==> config.mk <==
export PLATFORM = sky130hd
export DESIGN_NAME = dcache_ctrl
export DESIGN_NICKNAME = d
export VERILOG_FILES = /design/src/rtl/dcache_ctrl.sv
export SDC_FILE = /design/constraint.sdc
export NUM_CORES = 1
export LEC_CHECK = 0
export ABC_AREA = 1
export BUFFER_PORTS_ARGS = -buffer_cell sky130_fd_sc_hd__buf_4
export CAP_MARGIN = 20
export CELL_PAD_IN_SITES_DETAIL_PLACEMENT = 0
export CELL_PAD_IN_SITES_GLOBAL_PLACEMENT = 1
export CORE_AREA = 2 2 184 186
export CTS_CLUSTER_DIAMETER = 150
export CTS_CLUSTER_SIZE = 28
export DETAILED_ROUTE_END_ITERATION = 16
export DIE_AREA = 0 0 186 188
export PLACE_DENSITY = 0.68
export SYNTH_ARGS = -nofsm -noshare
export SYNTH_HDL_FRONTEND = slang
export SYNTH_SLANG_ARGS = --single-unit
==> constraint.sdc <==
create_clock -name CLK -period 4.3 [get_ports CLK]
set_clock_uncertainty 0.15 [all_clocks]
set_input_delay 1.29 -clock CLK [delete_from_list [all_inputs] [get_ports CLK]]
set_output_delay 1.29 -clock CLK [all_outputs]
set_load 0.01 [all_outputs]
==> src/rtl/dcache_ctrl.sv <==
// Direct-mapped write-back data cache controller: 8 lines x 4 bytes, one-block memory port.
// Optional DCACHE_STATS_EN adds saturating HIT_COUNT / MISS_COUNT outputs.
module dcache_ctrl (
  input  logic        CLK,
  input  logic        RESET,
  input  logic        READ,
  input  logic        WRITE,
  input  logic [7:0]  ADDRESS,
  input  logic [7:0]  WRITEDATA,
  output logic [7:0]  READDATA,
  output logic        BUSYWAIT,
  output logic        MEM_READ,
  output logic        MEM_WRITE,
  output logic [5:0]  MEM_ADDRESS,
  output logic [31:0] MEM_WRITEDATA,
  input  logic [31:0] MEM_READDATA,
  input  logic        MEM_BUSYWAIT
`ifdef DCACHE_STATS_EN
  ,
  output logic [7:0]  HIT_COUNT,
  output logic [7:0]  MISS_COUNT
`endif
);

  typedef enum logic [1:0] {
    S_IDLE      = 2'd0,
    S_WRITEBACK = 2'd1,
    S_FETCH     = 2'd2,
    S_UPDATE    = 2'd3
  } state_e;

  state_e      state_q, state_d;
  logic [7:0]  valid_q, valid_d;
  logic [7:0]  dirty_q, dirty_d;
  logic [2:0]  tag_q  [8];
  logic [31:0] data_q [8];

  logic [2:0]  addr_tag_s;
  logic [2:0]  idx_s;
  logic [1:0]  off_s;
  logic        req_s;
  logic        hit_s;
  logic        fill_s;
  logic        wr_hit_s;
  logic [31:0] line_data_s;

  function automatic logic [7:0] get_byte(input logic [31:0] line, input logic [1:0] off);
    logic [7:0] b;
    case (off)
      2'd0:    b = line[7:0];
      2'd1:    b = line[15:8];
      2'd2:    b = line[23:16];
      2'd3:    b = line[31:24];
      default: b = 8'd0;
    endcase
    return b;
  endfunction

  function automatic logic [31:0] put_byte(input logic [31:0] line, input logic [1:0] off,
                                           input logic [7:0] b);
    logic [31:0] l;
    l = line;
    case (off)
      2'd0:    l[7:0]   = b;
      2'd1:    l[15:8]  = b;
      2'd2:    l[23:16] = b;
      2'd3:    l[31:24] = b;
      default: l = line;
    endcase
    return l;
  endfunction

  assign addr_tag_s  = ADDRESS[7:5];
  assign idx_s       = ADDRESS[4:2];
  assign off_s       = ADDRESS[1:0];
  // READ and WRITE together is not a request; reset also masks the request so BUSYWAIT stays low.
  assign req_s       = (READ ^ WRITE) & ~RESET;
  assign line_data_s = data_q[idx_s];
  assign hit_s       = valid_q[idx_s] && (tag_q[idx_s] == addr_tag_s);

  always_comb begin
    if (RESET) begin
      READDATA = 8'd0;
    end else begin
      READDATA = get_byte(line_data_s, off_s);
    end
  end

  always_comb begin
    state_d       = state_q;
    valid_d       = valid_q;
    dirty_d       = dirty_q;
    fill_s        = 1'b0;
    wr_hit_s      = 1'b0;
    BUSYWAIT      = 1'b0;
    MEM_READ      = 1'b0;
    MEM_WRITE     = 1'b0;
    MEM_ADDRESS   = 6'd0;
    MEM_WRITEDATA = 32'd0;
    case (state_q)
      S_IDLE: begin
        if (req_s && hit_s) begin
          if (WRITE) begin
            wr_hit_s        = 1'b1;
            dirty_d[idx_s]  = 1'b1;
          end else begin
            wr_hit_s        = 1'b0;
          end
        end else if (req_s) begin
          BUSYWAIT = 1'b1;
          if (valid_q[idx_s] && dirty_q[idx_s]) begin
            state_d = S_WRITEBACK;
          end else begin
            state_d = S_FETCH;
          end
        end else begin
          state_d = S_IDLE;
        end
      end
      S_WRITEBACK: begin
        BUSYWAIT      = 1'b1;
        MEM_WRITE     = 1'b1;
        MEM_ADDRESS   = {tag_q[idx_s], idx_s};
        MEM_WRITEDATA = line_data_s;
        if (!MEM_BUSYWAIT) begin
          state_d = S_FETCH;
        end else begin
          state_d = S_WRITEBACK;
        end
      end
      S_FETCH: begin
        BUSYWAIT    = 1'b1;
        MEM_READ    = 1'b1;
        MEM_ADDRESS = {addr_tag_s, idx_s};
        if (!MEM_BUSYWAIT) begin
          state_d = S_UPDATE;
        end else begin
          state_d = S_FETCH;
        end
      end
      S_UPDATE: begin
        BUSYWAIT       = 1'b1;
        fill_s         = 1'b1;
        valid_d[idx_s] = 1'b1;
        dirty_d[idx_s] = 1'b0;
        state_d        = S_IDLE;
      end
      default: begin
        state_d = S_IDLE;
      end
    endcase
  end

  always_ff @(posedge CLK or posedge RESET) begin
    if (RESET) begin
      state_q <= S_IDLE;
      valid_q <= 8'd0;
      dirty_q <= 8'd0;
    end else begin
      state_q <= state_d;
      valid_q <= valid_d;
      dirty_q <= dirty_d;
    end
  end

  // Line payload needs no reset: valid bits guard it.
  always_ff @(posedge CLK) begin
    if (fill_s) begin
      data_q[idx_s] <= MEM_READDATA;
      tag_q[idx_s]  <= addr_tag_s;
    end else if (wr_hit_s) begin
      data_q[idx_s] <= put_byte(line_data_s, off_s, WRITEDATA);
    end
  end

`ifdef DCACHE_STATS_EN
  logic       hit_evt_s;
  logic       miss_evt_s;
  logic [7:0] hit_cnt_q;
  logic [7:0] miss_cnt_q;

  assign hit_evt_s  = (state_q == S_IDLE) && req_s && hit_s;
  assign miss_evt_s = (state_q == S_IDLE) && req_s && !hit_s;

  always_ff @(posedge CLK or posedge RESET) begin
    if (RESET) begin
      hit_cnt_q  <= 8'd0;
      miss_cnt_q <= 8'd0;
    end else begin
      if (hit_evt_s && (hit_cnt_q != 8'hFF)) begin
        hit_cnt_q <= hit_cnt_q + 8'd1;
      end else begin
        hit_cnt_q <= hit_cnt_q;
      end
      if (miss_evt_s && (miss_cnt_q != 8'hFF)) begin
        miss_cnt_q <= miss_cnt_q + 8'd1;
      end else begin
        miss_cnt_q <= miss_cnt_q;
      end
    end
  end

  assign HIT_COUNT  = hit_cnt_q;
  assign MISS_COUNT = miss_cnt_q;
`endif

endmodule

==> summary.md, run 1 <==
| Metric | Value |
|---|---|
| Routed Antenna Nets | `0` |
| Final Hold Fails | `0` |
| Clock Path Buffers | `3` |
| Number of max-cap violations | `0` |
| # IOs | `between 100 and 150` |
| Fin. max-slew vios | `0` |
| DIE WIDTH | `186 um` |
| Clock sinks | `between 200 and 300` |
| Row cnt | `67` |
| HP Start | `valid_q[4]$_DFFE_PP0P_` |
| Fmax | `approximately 230 MHz` |
| Post-Route Utilization | `between 50% and 60%` |
| Post-DP HPWL | `around 25 mm` |
| Sequential fraction of the synthesis area | `67.8%` |
| Synth Register Bits | `~300` |
| Post-synth net total | `roughly 1,200` |
| Critical path peak fanout | `6` |
| RSZ-0062 raised after global routing | `true` |
| Leak | `6.56 nW` |
| Rel. slew slack | `between 50% and 60%` |
| Switching Share | `between 20% and 30%` |
| CP dominant cell by count | `buf_12` |
| YS warnings | `0` |
| Die H | `188 um` |
| Routability cong. | `0.798` |
| Die ar. | `35,000 sq um` |
| Critical path cell sequence | `buf_12 > clkinv_8 > nand2_8 > nor2_4 > buf_12 > buf_12 > a22oi_1 > and3_1 > nand2_2 > nand2_2 > a31oi_4 > buf_4` |
| Initial antenna violation count | `0` |
| Final period util | `101%` |
| Nets | `roughly 1,400` |
| Synth Area in Simple Gates | `between 10% and 20%` |
| Global route overflow | `0` |
| Internal Power | `about 4.3 mW` |
| Vias per cell | `5.14` |
| Hold crit path type | `reg2reg` |
| Crit. End Element | `output port` |
| Crit-path max cell delay | `0.26 ns` |
| Peak supply drop | `0.240 mV` |
| Yosys top cell by area | `edfxtp_1` |
| Netlist Area Pre-Place | `13,100 sq um` |
| CTS Hold Bufs | `0` |
| Routed len/inst | `between 20 and 25 um` |
| Post-Synthesis Cells | `1,144` |
| Final setup fails | `5` |
| Hold Path Sink | `valid_q[4]$_DFFE_PP0P_` |
| Synth unique cells | `38` |
| Hold Path Stages | `2` |
| Synth area leaders | `edfxtp_1, nand2_1, dfrtp_1, inv_1, o21ai_2` |
| Critical path's top delay family | `simple AND/OR/NAND/NOR gates` |
| Largest family of logic cells by synthesized area | `simple AND/OR/NAND/NOR gates` |
| Reg2reg path depth | `14` |
| Overall Global Routing Usage | `between 20% and 30%` |
| Pre-CTS WS | `-0.316 ns` |
| Worst-margin pin slew | `0.691 ns` |
| Synth top area share | `64.3%` |
| Power share of the combinational group | `18.1%` |
| Worst EP required | `2.86 ns` |
| DRC | `0` |
| R2R setup slack | `1.70 ns` |
| Setup slack after layout | `-0.0592 ns` |
| Mean post-synth cell area | `between 10 and 15 sq um` |
| Pin count of the biggest net entering global routing | `65` |
| Reg clk slew, reported paths | `~0.11 ns` |
| Fraction of layout cells with a size suffix above 1 | `31.6%` |
| Num CTS Buffers | `14` |
| TritonCTS clock tree | `yes` |
| Worst skew pair latency | `0.51 ns` |
| Synth Area in XOR/XNOR | `0%` |
| Root Driver | `clkbuf_16` |
| PortBufs | `101` |
| Failing checks | `setup timing` |
| Initial DRT Pass Iterations | `7` |
| Mux cell area share after synthesis | `0.919%` |
| Core Area | `33,100 sq um` |
| Detailed router's first-iteration violation count | `690` |
| Initial Util | `39.5%` |
| Reg-to-reg critical path endpoint | `data_q[4][3]$_DFFE_PP_` |
| Vias in the first global route | `9,296` |
| Setup crit start kind | `input port` |
| Worst flop-to-flop path startpoint | `valid_q[6]$_DFFE_PP0P_` |
| Pwr dens | `353 nW/um^2` |
| P_sw | `1.57 mW` |
| Antenna diode count | `0` |
| Routed WL | `39.6 mm` |
| Worst setup path class | `in2out` |
| Htree depth | `1` |
| Compound-Gate Fraction of Synth Area | `9.64%` |
| Worst Path Arrival | `2.92 ns` |
| Clock share of power | `26.4%` |
| Seq pwr share | `55.5%` |
| Crit path buf inv count | `5` |
| Final min period | `~4.4 ns` |
| Synthesis-to-layout area growth | `28.4%` |
| Slowest CP cell | `nor2_4` |
| Status | `complete, but fails checks` |
| DR vias | `9,399` |
| First-pass GRT wire length | `about 59 mm` |
| Post-synthesis adder-cell area fraction | `0.479%` |
| Filler cell count | `2,986` |
## synthesized netlist by cell type
master / count
or2_2: 4
a31oi_1: 12
nand2_1: 315
inv_2: 9
dfrtp_1: 18
a22o_1: 17
a221oi_1: 18
a22oi_1: 25
ha_1: 5
nor3_1: 3
nand3_1: 40
nand2_4: 1
inv_4: 1
nand4_1: 15
nand3_4: 1
nor2_8: 1
a211oi_1: 10
nand3_2: 1
inv_1: 112
buf_2: 9
buf_6: 8
nor2_1: 65
o21ai_1: 5
edfxtp_1: 280
nor3b_1: 1
nor2_4: 4
o21ai_2: 32
nor2_2: 3
buf_1: 1
nand2_2: 20
o211ai_1: 2
and3_1: 6
clkbuf_1: 24
o21ai_0: 29
buf_4: 2
clkinv_1: 3
mux2i_1: 12
a21oi_1: 30
## repair_timing
| action | in CTS | in global routing |
|---|---|---|
| endpoints found under the setup margin | 21 | 22 |
| gates resized for setup | 57 | 69 |
| buffers inserted | 15 | 2 |
| gates cloned | 4 | 2 |
| pin swaps | 11 | 25 |
## stage by stage
stage                     power, mW  TNS [ns]  std cells  instance area (sq um)  hold WS, ns
after global placement         4.32     -1.52       1784                  15500        0.289
final                          5.92    -0.227       1829                  16800        0.316
after floorplan                3.82    -56.53       1144                  13100        0.278
after CTS                      5.91  -0.00788       1827                  16500        0.321
after detailed placement       4.33     -1.54       1784                  15500        0.296
after global routing           6.14    -0.648       1829                  16800        0.354
## sequential cells by signal, summed over array words and instances (netlist names), named ones only
register and flops:
data_q 256, valid_q 8, state_q 2, tag_q 24
## routing by layer
metal | routed length, um | vias to the layer above | share of wire, % | GRT usage (%)
li1 | - | 4418 | - | -
met1 | 16900 | 4645 | 43 | 31.4
met2 | 19300 | 276 | 49 | 37.9
met3 | 2230 | 60 | 5.6 | 3.81
met4 | 1140 | 0 | 2.9 | 7.03
met5 | 0 | - | 0 | 0
## cell usage in the layout (no fill, tap or decap), types with 5 or more instances in the layout
master	instances
a211oi_2	7
a21oi_1	19
a21oi_2	10
a221oi_1	7
a221oi_2	9
a22o_1	17
a22oi_1	24
a31oi_1	6
buf_12	30
buf_4	212
buf_6	9
clkbuf_1	8
clkbuf_16	17
dfrtp_1	18
edfxtp_1	280
ha_1	5
inv_1	105
inv_2	9
inv_4	6
mux2i_1	12
nand2_1	293
nand2_2	36
nand2_4	6
nand3_1	38
nand4_1	15
nor2_1	48
nor2_2	5
nor2_4	19
o21ai_0	26
o21ai_1	7
o21ai_2	33
## logic make-up (layout without fill, tap and decap cells)
family | count (synthesis) | count (layout)
compound gates | 180 | 180
simple gates | 480 | 480
mux | 12 | 12
flops | 298 | 298
fa+ha+maj | 5 | 5
buf+inv | 169 | 406
## cell type report
class,instances,area [sq um],share of cell area (%)
inverters,125,504,3.01
clock inverters,1,11.3,0.0671
repair buffers,257,2460,14.7
flip-flops and latches,298,8860,52.8
clock buffers,23,405,2.42
well taps,448,561,3.34
multi-input cells,677,3980,23.7
## worst register-to-register path: cells and delay by family (launching register included)
family,cells,cell delay [ns]
AND/OR/NAND/NOR,10,1.09
buffers and inverters,3,0.53
flip-flops,1,0.34
AO/OA/AOI/OAI,1,0.14
## power groups by stage
stage               clock network, mW  logic [mW]  registers [mW]
floorplan                           0       0.484            3.34
global placement                    0       0.976            3.34
detailed placement                  0       0.983            3.35
CTS                              1.59        1.04            3.28
global route                     1.68        1.17            3.29
finish                           1.56        1.07            3.28
## how the worst max path moves through the flow
stage,start,end,cells after the start
after global routing,ADDRESS[3],READDATA[6],12
after CTS,ADDRESS[3],READDATA[6],14
after global placement,ADDRESS[2],READDATA[6],11
after floorplan,ADDRESS[2],data_q[0][0]$_DFFE_PP_,13
after detailed placement,ADDRESS[2],READDATA[6],11
final,ADDRESS[4],READDATA[2],12
Power figures use the tool's default switching activity.
==> run 2: changes to the inputs <==
--- a/config.mk
+++ b/config.mk
@@ -6,6 +6,7 @@
 export NUM_CORES = 1
 export LEC_CHECK = 0
 export ABC_AREA = 1
+export ABC_CLOCK_PERIOD_IN_PS = 4300
 export BUFFER_PORTS_ARGS = -buffer_cell sky130_fd_sc_hd__buf_4
 export CAP_MARGIN = 20
 export CELL_PAD_IN_SITES_DETAIL_PLACEMENT = 0
@@ -19,3 +20,4 @@
 export SYNTH_ARGS = -nofsm -noshare
 export SYNTH_HDL_FRONTEND = slang
 export SYNTH_SLANG_ARGS = --single-unit
+export TNS_END_PERCENT = 10
==> summary.md, run 2 (synthesis results as in run 1) <==
| Metric | Value |
|---|---|
| Post-Layout Inst Area | `16,600 sq um (was 16,800 sq um)` |
| Worst flop-to-flop path startpoint | `valid_q[6]$_DFFE_PP0P_ (unchanged)` |
| DR vias | `9,388 (was 9,399)` |
| Rel. slew slack | `54.5% (was 53.9%)` |
| Synthesis-to-layout area growth | `27.2% (was 28.4%)` |
| Worst skew pair latency | `0.51 ns (about the same)` |
| CTS Hold Bufs | `0 (unchanged)` |
| CP Launch Point | `ADDRESS[4] (unchanged)` |
| Fraction of layout cells with a size suffix above 1 | `30.2% (was 31.6%)` |
| Fmax | `233 MHz (was 229 MHz)` |
| R2R setup slack | `1.69 ns (was 1.70 ns)` |
| Antenna diode count | `0 (unchanged)` |
| Initial Util | `39.5% (unchanged)` |
| Htree depth | `1 (unchanged)` |
| TritonCTS clock tree | `yes (unchanged)` |
| Worst setup path class | `in2out (unchanged)` |
| Die H | `188 um (unchanged)` |
| Post-DP HPWL | `24.6 mm (unchanged)` |
| Final setup fails | `0 (was 5)` |
| Initial antenna violation count | `0 (unchanged)` |
| Most common cell after layout, fill and taps aside | `nand2_1 (unchanged)` |
| Peak supply drop | `0.241 mV (was 0.240 mV)` |
| Pin count of the biggest net entering global routing | `65 (unchanged)` |
| DRC | `0 (unchanged)` |
| Most frequent cells in the layout | `nand2_1, edfxtp_1, buf_4, inv_1, nor2_1 (unchanged)` |
| Final Hold Fails | `0 (unchanged)` |
| Biggest register | `data_q (unchanged)` |
| Root Driver | `clkbuf_16 (unchanged)` |
| Pre-CTS WS | `-0.316 ns (unchanged)` |
| Nets | `1,432 (was 1,431)` |
| Fin. max-slew vios | `0 (unchanged)` |
| Pwr dens | `354 nW/um^2 (was 353 nW/um^2)` |
| CP Depth | `11 (was 12)` |
| Routed len/inst | `21.4 um (was 21.6 um)` |
| DIE WIDTH | `186 um (unchanged)` |
| Routed WL | `39.2 mm (was 39.6 mm)` |
| Setup slack after layout | `0.00965 ns (was -0.0592 ns)` |
| Clock sinks | `298 (unchanged)` |
| Global route overflow | `0 (unchanged)` |
| Hold crit path type | `reg2reg (unchanged)` |
| Status | `finished clean (was complete, but fails checks)` |
| Die ar. | `35,000 sq um (unchanged)` |
| Crit-path max cell delay | `0.28 ns (was 0.26 ns)` |
| Setup crit start kind | `input port (unchanged)` |
| Vias in the first global route | `9,285 (was 9,296)` |
| Largest register FFs | `256 (unchanged)` |
| Num CTS Buffers | `14 (unchanged)` |
| Slowest CP cell | `bufbuf_16 (was nor2_4)` |
| Critical path's top delay family | `buffers and inverters (was simple AND/OR/NAND/NOR gates)` |
| Detailed router's first-iteration violation count | `722 (was 690)` |
| Inst Count DP | `1,784 (unchanged)` |
| Top Registers | `data_q: 256 flops, tag_q: 24 flops, valid_q: 8 flops (unchanged)` |
| DP Area | `15,500 sq um (unchanged)` |
| Reg2reg path depth | `13 (was 14)` |
| PortBufs | `101 (unchanged)` |
| Final period util | `99.8% (was 101%)` |
| Worst Path Arrival | `2.85 ns (was 2.92 ns)` |
| Overall Global Routing Usage | `23.1% (about the same)` |
| Routability cong. | `0.798 (unchanged)` |
| Row cnt | `67 (unchanged)` |
| Power Total | `5.89 mW (was 5.92 mW)` |
| RSZ-0062 raised after global routing | `true (unchanged)` |
| CP endpoint | `READDATA[0] (was READDATA[2])` |
| Worst-margin pin slew | `0.681 ns (was 0.691 ns)` |
| Initial DRT Pass Iterations | `5 (was 7)` |
| First-pass GRT wire length | `58.7 mm (about the same)` |
| # IOs | `102 (unchanged)` |
| Non-Filler Instances | `1,830 (was 1,829)` |
| Final min period | `4.29 ns (was 4.36 ns)` |
| Critical path peak fanout | `5 (was 6)` |
| Worst EP required | `2.86 ns (about the same)` |
| Routed Antenna Nets | `0 (unchanged)` |
| Vias per cell | `5.13 (was 5.14)` |
| Crit path buf inv count | `4 (was 5)` |
| Reg clk slew, reported paths | `0.11 ns (about the same)` |
| Leak | `6.53 nW (was 6.56 nW)` |
| Crit. End Element | `output port (unchanged)` |
| Critical path cell sequence | `buf_12 > nor2_4 > nand2_4 > inv_8 > bufbuf_16 > nand2_1 > and3_1 > nand2_1 > nand2_1 > a31oi_2 > buf_4 (was buf_12 > clkinv_8 > nand2_8 > nor2_4 > buf_12 > buf_12 > a22oi_1 > and3_1 > nand2_2 > nand2_2 > a31oi_4 > buf_4)` |
| Clock Path Buffers | `3 (unchanged)` |
| Core Area | `33,100 sq um (unchanged)` |
| Reg-to-reg critical path endpoint | `data_q[5][12]$_DFFE_PP_ (was data_q[4][3]$_DFFE_PP_)` |
| CP dominant cell by count | `nand2_1 (was buf_12)` |
| Number of max-cap violations | `0 (unchanged)` |
## run 2: cell count changes in the layout (fill, tap and decap cells not counted), moves of 4 or more
cell	delta
nand2_1	+10
buf_4	+8
nand2_2	-8
a21oi_1	+5
a21oi_2	-5
buf_6	-4
inv_1	+4
inv_4	-4
## run 2: cell type report
cell class | instances | area, sq um
flip-flops and latches | 298 | 8860
clock buffers | 23 | 405
multi-input cells | 677 | 3900
well taps | 448 | 561
clock inverters | 1 | 11.3
fillers | 3002 | 16500
repair buffers | 258 | 2400
inverters | 125 | 494
## run 2: worst register-to-register path, delay by kind of cell, from the launching register on
| kind | cells | cell delay [ns] |
|---|---|---|
| buffers and inverters | 2 | 0.28 |
| AND/OR/NAND/NOR | 9 | 0.96 |
| flip-flops | 1 | 0.34 |
| AO/OA/AOI/OAI | 2 | 0.63 |
## run 2: worst min path at each step
stage                      startpoint                     end  slack, ns  depth (start not counted)
5_1_grt        valid_q[6]$_DFFE_PP0P_  valid_q[6]$_DFFE_PP0P_       0.35                          2
6_report       valid_q[4]$_DFFE_PP0P_  valid_q[4]$_DFFE_PP0P_       0.32                          2
3_3_place_gp   valid_q[6]$_DFFE_PP0P_  valid_q[6]$_DFFE_PP0P_       0.29                          2
3_5_place_dp   valid_q[4]$_DFFE_PP0P_  valid_q[4]$_DFFE_PP0P_       0.30                          2
4_1_cts        valid_q[4]$_DFFE_PP0P_  valid_q[4]$_DFFE_PP0P_       0.32                          2
2_1_floorplan  valid_q[0]$_DFFE_PP0P_  valid_q[0]$_DFFE_PP0P_       0.28                          2
## run 2: per-layer routing
metal,up-vias,wire length [um],GRT usage [%]
met2,269,19200,37.8
met1,4639,16800,31.5
met4,0,1070,6.87
met3,59,2160,3.75
met5,-,0,0
li1,4421,-,-
## run 2: through the flow
step / setup TNS, ns / utilization [%] / hold slack, ns
final: 0 / 50.2 / 0.317
after global routing: -0.400 / 50.2 / 0.354
after CTS: -0.0680 / 49.7 / 0.321
after detailed placement: -1.54 / 46.9 / 0.296
after global placement: -1.52 / 46.9 / 0.289
after floorplan: -56.53 / - / 0.278
## run 2: what timing repair did
| item | in CTS | in global routing |
|---|---|---|
| gates resized for setup | 52 | 43 |
| cloned | 4 | 0 |
| buffers inserted | 15 | 3 |
| setup endpoints to repair | 21 | 23 |
| pin swaps | 12 | 21 |
| hold endpoints to repair | 0 | 0 |
## run 2: power by group
group	switching [mW]	total (mW)	internal (mW)	leakage [nW]
combinational	0.628	1.05	0.421	3.59
clock	0.894	1.56	0.666	0.200
sequential	0.0302	3.28	3.25	2.74
==> run 3: changes to the inputs <==
--- a/config.mk
+++ b/config.mk
@@ -6,7 +6,7 @@
 export NUM_CORES = 1
 export LEC_CHECK = 0
 export ABC_AREA = 1
-export ABC_CLOCK_PERIOD_IN_PS = 4300
+export ABC_CLOCK_PERIOD_IN_PS = 5200
 export BUFFER_PORTS_ARGS = -buffer_cell sky130_fd_sc_hd__buf_4
 export CAP_MARGIN = 20
 export CELL_PAD_IN_SITES_DETAIL_PLACEMENT = 0
==> constraint.sdc (replaced) <==
create_clock -name CLK -period 5.2 [get_ports CLK]
set_clock_uncertainty 0.15 [all_clocks]
set_input_delay 1.56 -clock CLK [delete_from_list [all_inputs] [get_ports CLK]]
set_output_delay 1.56 -clock CLK [all_outputs]
set_load 0.01 [all_outputs]
==> summary.md, run 3 (synthesis results as in run 1) <==
| Metric | Value |
|---|---|
| Vias in the first global route | `8,864 (was 9,285)` |
| Final period util | `97.7%` |
| Reg2reg path depth | `15 (was 13)` |
| DRC | `0 (unchanged)` |
| CP Depth | `12 (was 11)` |
| Crit path buf inv count | `4 (unchanged)` |
| Slowest CP cell | `a21oi_1 (was bufbuf_16)` |
| TritonCTS clock tree | `yes (unchanged)` |
| Routed WL | `37.0 mm (was 39.2 mm)` |
| Hold Path Stages | `2 (unchanged)` |
| Biggest register | `data_q (unchanged)` |
| Routed Antenna Nets | `0 (unchanged)` |
| Detailed router's first-iteration violation count | `682 (was 722)` |
| Total negative slack | `0 ns (unchanged)` |
| Worst Path Arrival | `3.37 ns (was 2.85 ns)` |
| Crit-path max cell delay | `0.36 ns (was 0.28 ns)` |
| Final Hold Fails | `0 (unchanged)` |
| Reg clk slew, reported paths | `0.11 ns (about the same)` |
| Die H | `188 um (unchanged)` |
| Synthesis-to-layout area growth | `18.3% (was 27.2%)` |
| Most common cell after layout, fill and taps aside | `nand2_1 (unchanged)` |
| Nets | `1,341 (was 1,432)` |
| Clock Path Buffers | `3 (unchanged)` |
| Setup crit start kind | `input port (unchanged)` |
| Crit. End Element | `output port (unchanged)` |
| Routability cong. | `0.757 (was 0.798)` |
| Fraction of layout cells with a size suffix above 1 | `21.6% (was 30.2%)` |
| Global route overflow | `0 (unchanged)` |
| Root Driver | `clkbuf_16 (unchanged)` |
| DIE WIDTH | `186 um (unchanged)` |
| Number of max-cap violations | `0 (unchanged)` |
| Overall Global Routing Usage | `21.5% (was 23.1%)` |
| Critical path's top delay family | `compound AO/OA/AOI/OAI gates (was buffers and inverters)` |
| Post-CTS Setup Bufs | `0 (was 15)` |
| Final min period | `between 5 and 6 ns` |
| Post-Layout Inst Area | `15,500 sq um (was 16,600 sq um)` |
| Rel. slew slack | `46.4% (was 54.5%)` |
| Clock sinks | `298 (unchanged)` |
| Pwr dens | `308 nW/um^2 (was 354 nW/um^2)` |
| RSZ-0062 raised after global routing | `false (was true)` |
| Setup slack after layout | `0.119 ns (was 0.00965 ns)` |
| Largest register FFs | `256 (unchanged)` |
| Initial Util | `39.5% (unchanged)` |
| Pre-CTS WS | `0.0719 ns (was -0.316 ns)` |
| Final setup fails | `0 (unchanged)` |
| Critical path peak fanout | `18 (was 5)` |
| Initial DRT Pass Iterations | `5 (unchanged)` |
| Leak | `5.94 nW (was 6.53 nW)` |
| Most frequent cells in the layout | `nand2_1, edfxtp_1, buf_4, inv_1, nor2_1 (unchanged)` |
| Pin count of the biggest net entering global routing | `36 (was 65)` |
| # IOs | `102 (unchanged)` |
| Fmax | `197 MHz` |
| Top Registers | `data_q: 256 flops, tag_q: 24 flops, valid_q: 8 flops (unchanged)` |
| Num CTS Buffers | `14 (unchanged)` |
| Critical path cell sequence | `buf_4 > inv_2 > nand2_1 > nor2_4 > buf_12 > nand2_1 > nand2_1 > a211oi_1 > nand2_1 > a21oi_1 > a31oi_1 > buf_4 (was buf_12 > nor2_4 > nand2_4 > inv_8 > bufbuf_16 > nand2_1 > and3_1 > nand2_1 > nand2_1 > a31oi_2 > buf_4)` |
| Status | `finished clean (unchanged)` |
| R2R setup slack | `2.15 ns (was 1.69 ns)` |
| Power Total | `4.76 mW (was 5.89 mW)` |
| Peak supply drop | `0.178 mV (was 0.241 mV)` |
| Htree depth | `1 (unchanged)` |
| Fin. max-slew vios | `0 (unchanged)` |
| Worst setup path class | `in2out (unchanged)` |
| Routed len/inst | `21.3 um (was 21.4 um)` |
| Core Area | `33,100 sq um (unchanged)` |
| CP dominant cell by count | `nand2_1 (unchanged)` |
| Worst-margin pin slew | `0.801 ns (was 0.681 ns)` |
| Vias per cell | `5.19 (was 5.13)` |
| DR vias | `9,026 (was 9,388)` |
| Row cnt | `67 (unchanged)` |
| Worst skew pair latency | `0.51 ns (about the same)` |
| Worst EP required | `3.49 ns (was 2.86 ns)` |
| Post-DP HPWL | `24.1 mm (was 24.6 mm)` |
| First-pass GRT wire length | `55.6 mm (was 58.7 mm)` |
| PortBufs | `101 (unchanged)` |
| Antenna diode count | `0 (unchanged)` |
| Die ar. | `35,000 sq um (unchanged)` |
| Initial antenna violation count | `0 (unchanged)` |
| Hold crit path type | `reg2reg (unchanged)` |
| DP Area | `15,000 sq um (was 15,500 sq um)` |
## run 3: cell count changes in the layout (fill, tap and decap cells not counted), sizes merged
cell	change
buf	-90
bufbuf	-1
clkinv	-1
inv	+1
## run 3: worst paths after layout
path | start | endpoint
worst max-delay path | ADDRESS[4] | READDATA[6]
worst min-delay path | valid_q[4]$_DFFE_PP0P_ | valid_q[4]$_DFFE_PP0P_
worst max register to register | tag_q[4][2]$_DFFE_PP_ | data_q[6][5]$_DFFE_PP_
worst min register to register | valid_q[4]$_DFFE_PP0P_ | valid_q[4]$_DFFE_PP0P_
max in group asynchronous | RESET | valid_q[0]$_DFFE_PP0P_
min in group asynchronous | RESET | valid_q[3]$_DFFE_PP0P_
## run 3: stage by stage
step,utilization (%),std cells,hold slack [ns]
3_5_place_dp,45.3,1715,0.299
6_report,46.7,1739,0.322
2_1_floorplan,-,1144,0.278
5_1_grt,46.7,1739,0.349
3_3_place_gp,45.3,1715,0.290
4_1_cts,46.6,1739,0.325
## run 3: power by group
group / switching, mW / internal (mW) / total (mW)
combinational: 0.494 / 0.279 / 0.773
sequential: 0.0237 / 2.69 / 2.71
clock: 0.728 / 0.550 / 1.28
## run 3: final cells by class
class                   instances  area [sq um]
multi-input cells             677          3630
well taps                     448           561
clock inverters                 1          11.3
flip-flops and latches        298          8860
repair buffers                167          1520
clock buffers                  23           405
fillers                      3056         17700
inverters                     125           474
## run 3: worst register-to-register path: stages, from the launching register on
cell	delay [ns]
edfxtp_1	0.38
inv_1	0.06
nand2_1	0.05
nand3_1	0.09
nand2_1	0.09
inv_2	0.07
nand2_1	0.07
nand2_1	0.06
nand2_1	0.09
nor2_4	0.16
nand3_4	0.13
nor2_8	0.21
nor2_1	0.22
buf_4	0.23
nor2_4	0.07
buf_4	0.53
## run 3: repair_timing
action / 4_1_cts / 5_1_grt
endpoints found under the setup margin: 0 / 3
hold endpoints to repair: 0 / 0
resized for setup: 0 / 7
hold buffers: 0 / 0
## run 3: metal layers
metal  vias to the layer above  routed length [um]  global-route usage [%]
met1                      4472               16200                    29.9
met4                         0                 690                    4.21
met3                        38                2260                    2.56
li1                       4238                   -                       -
met5                         -                   0                       0
met2                       278               17900                    36.4
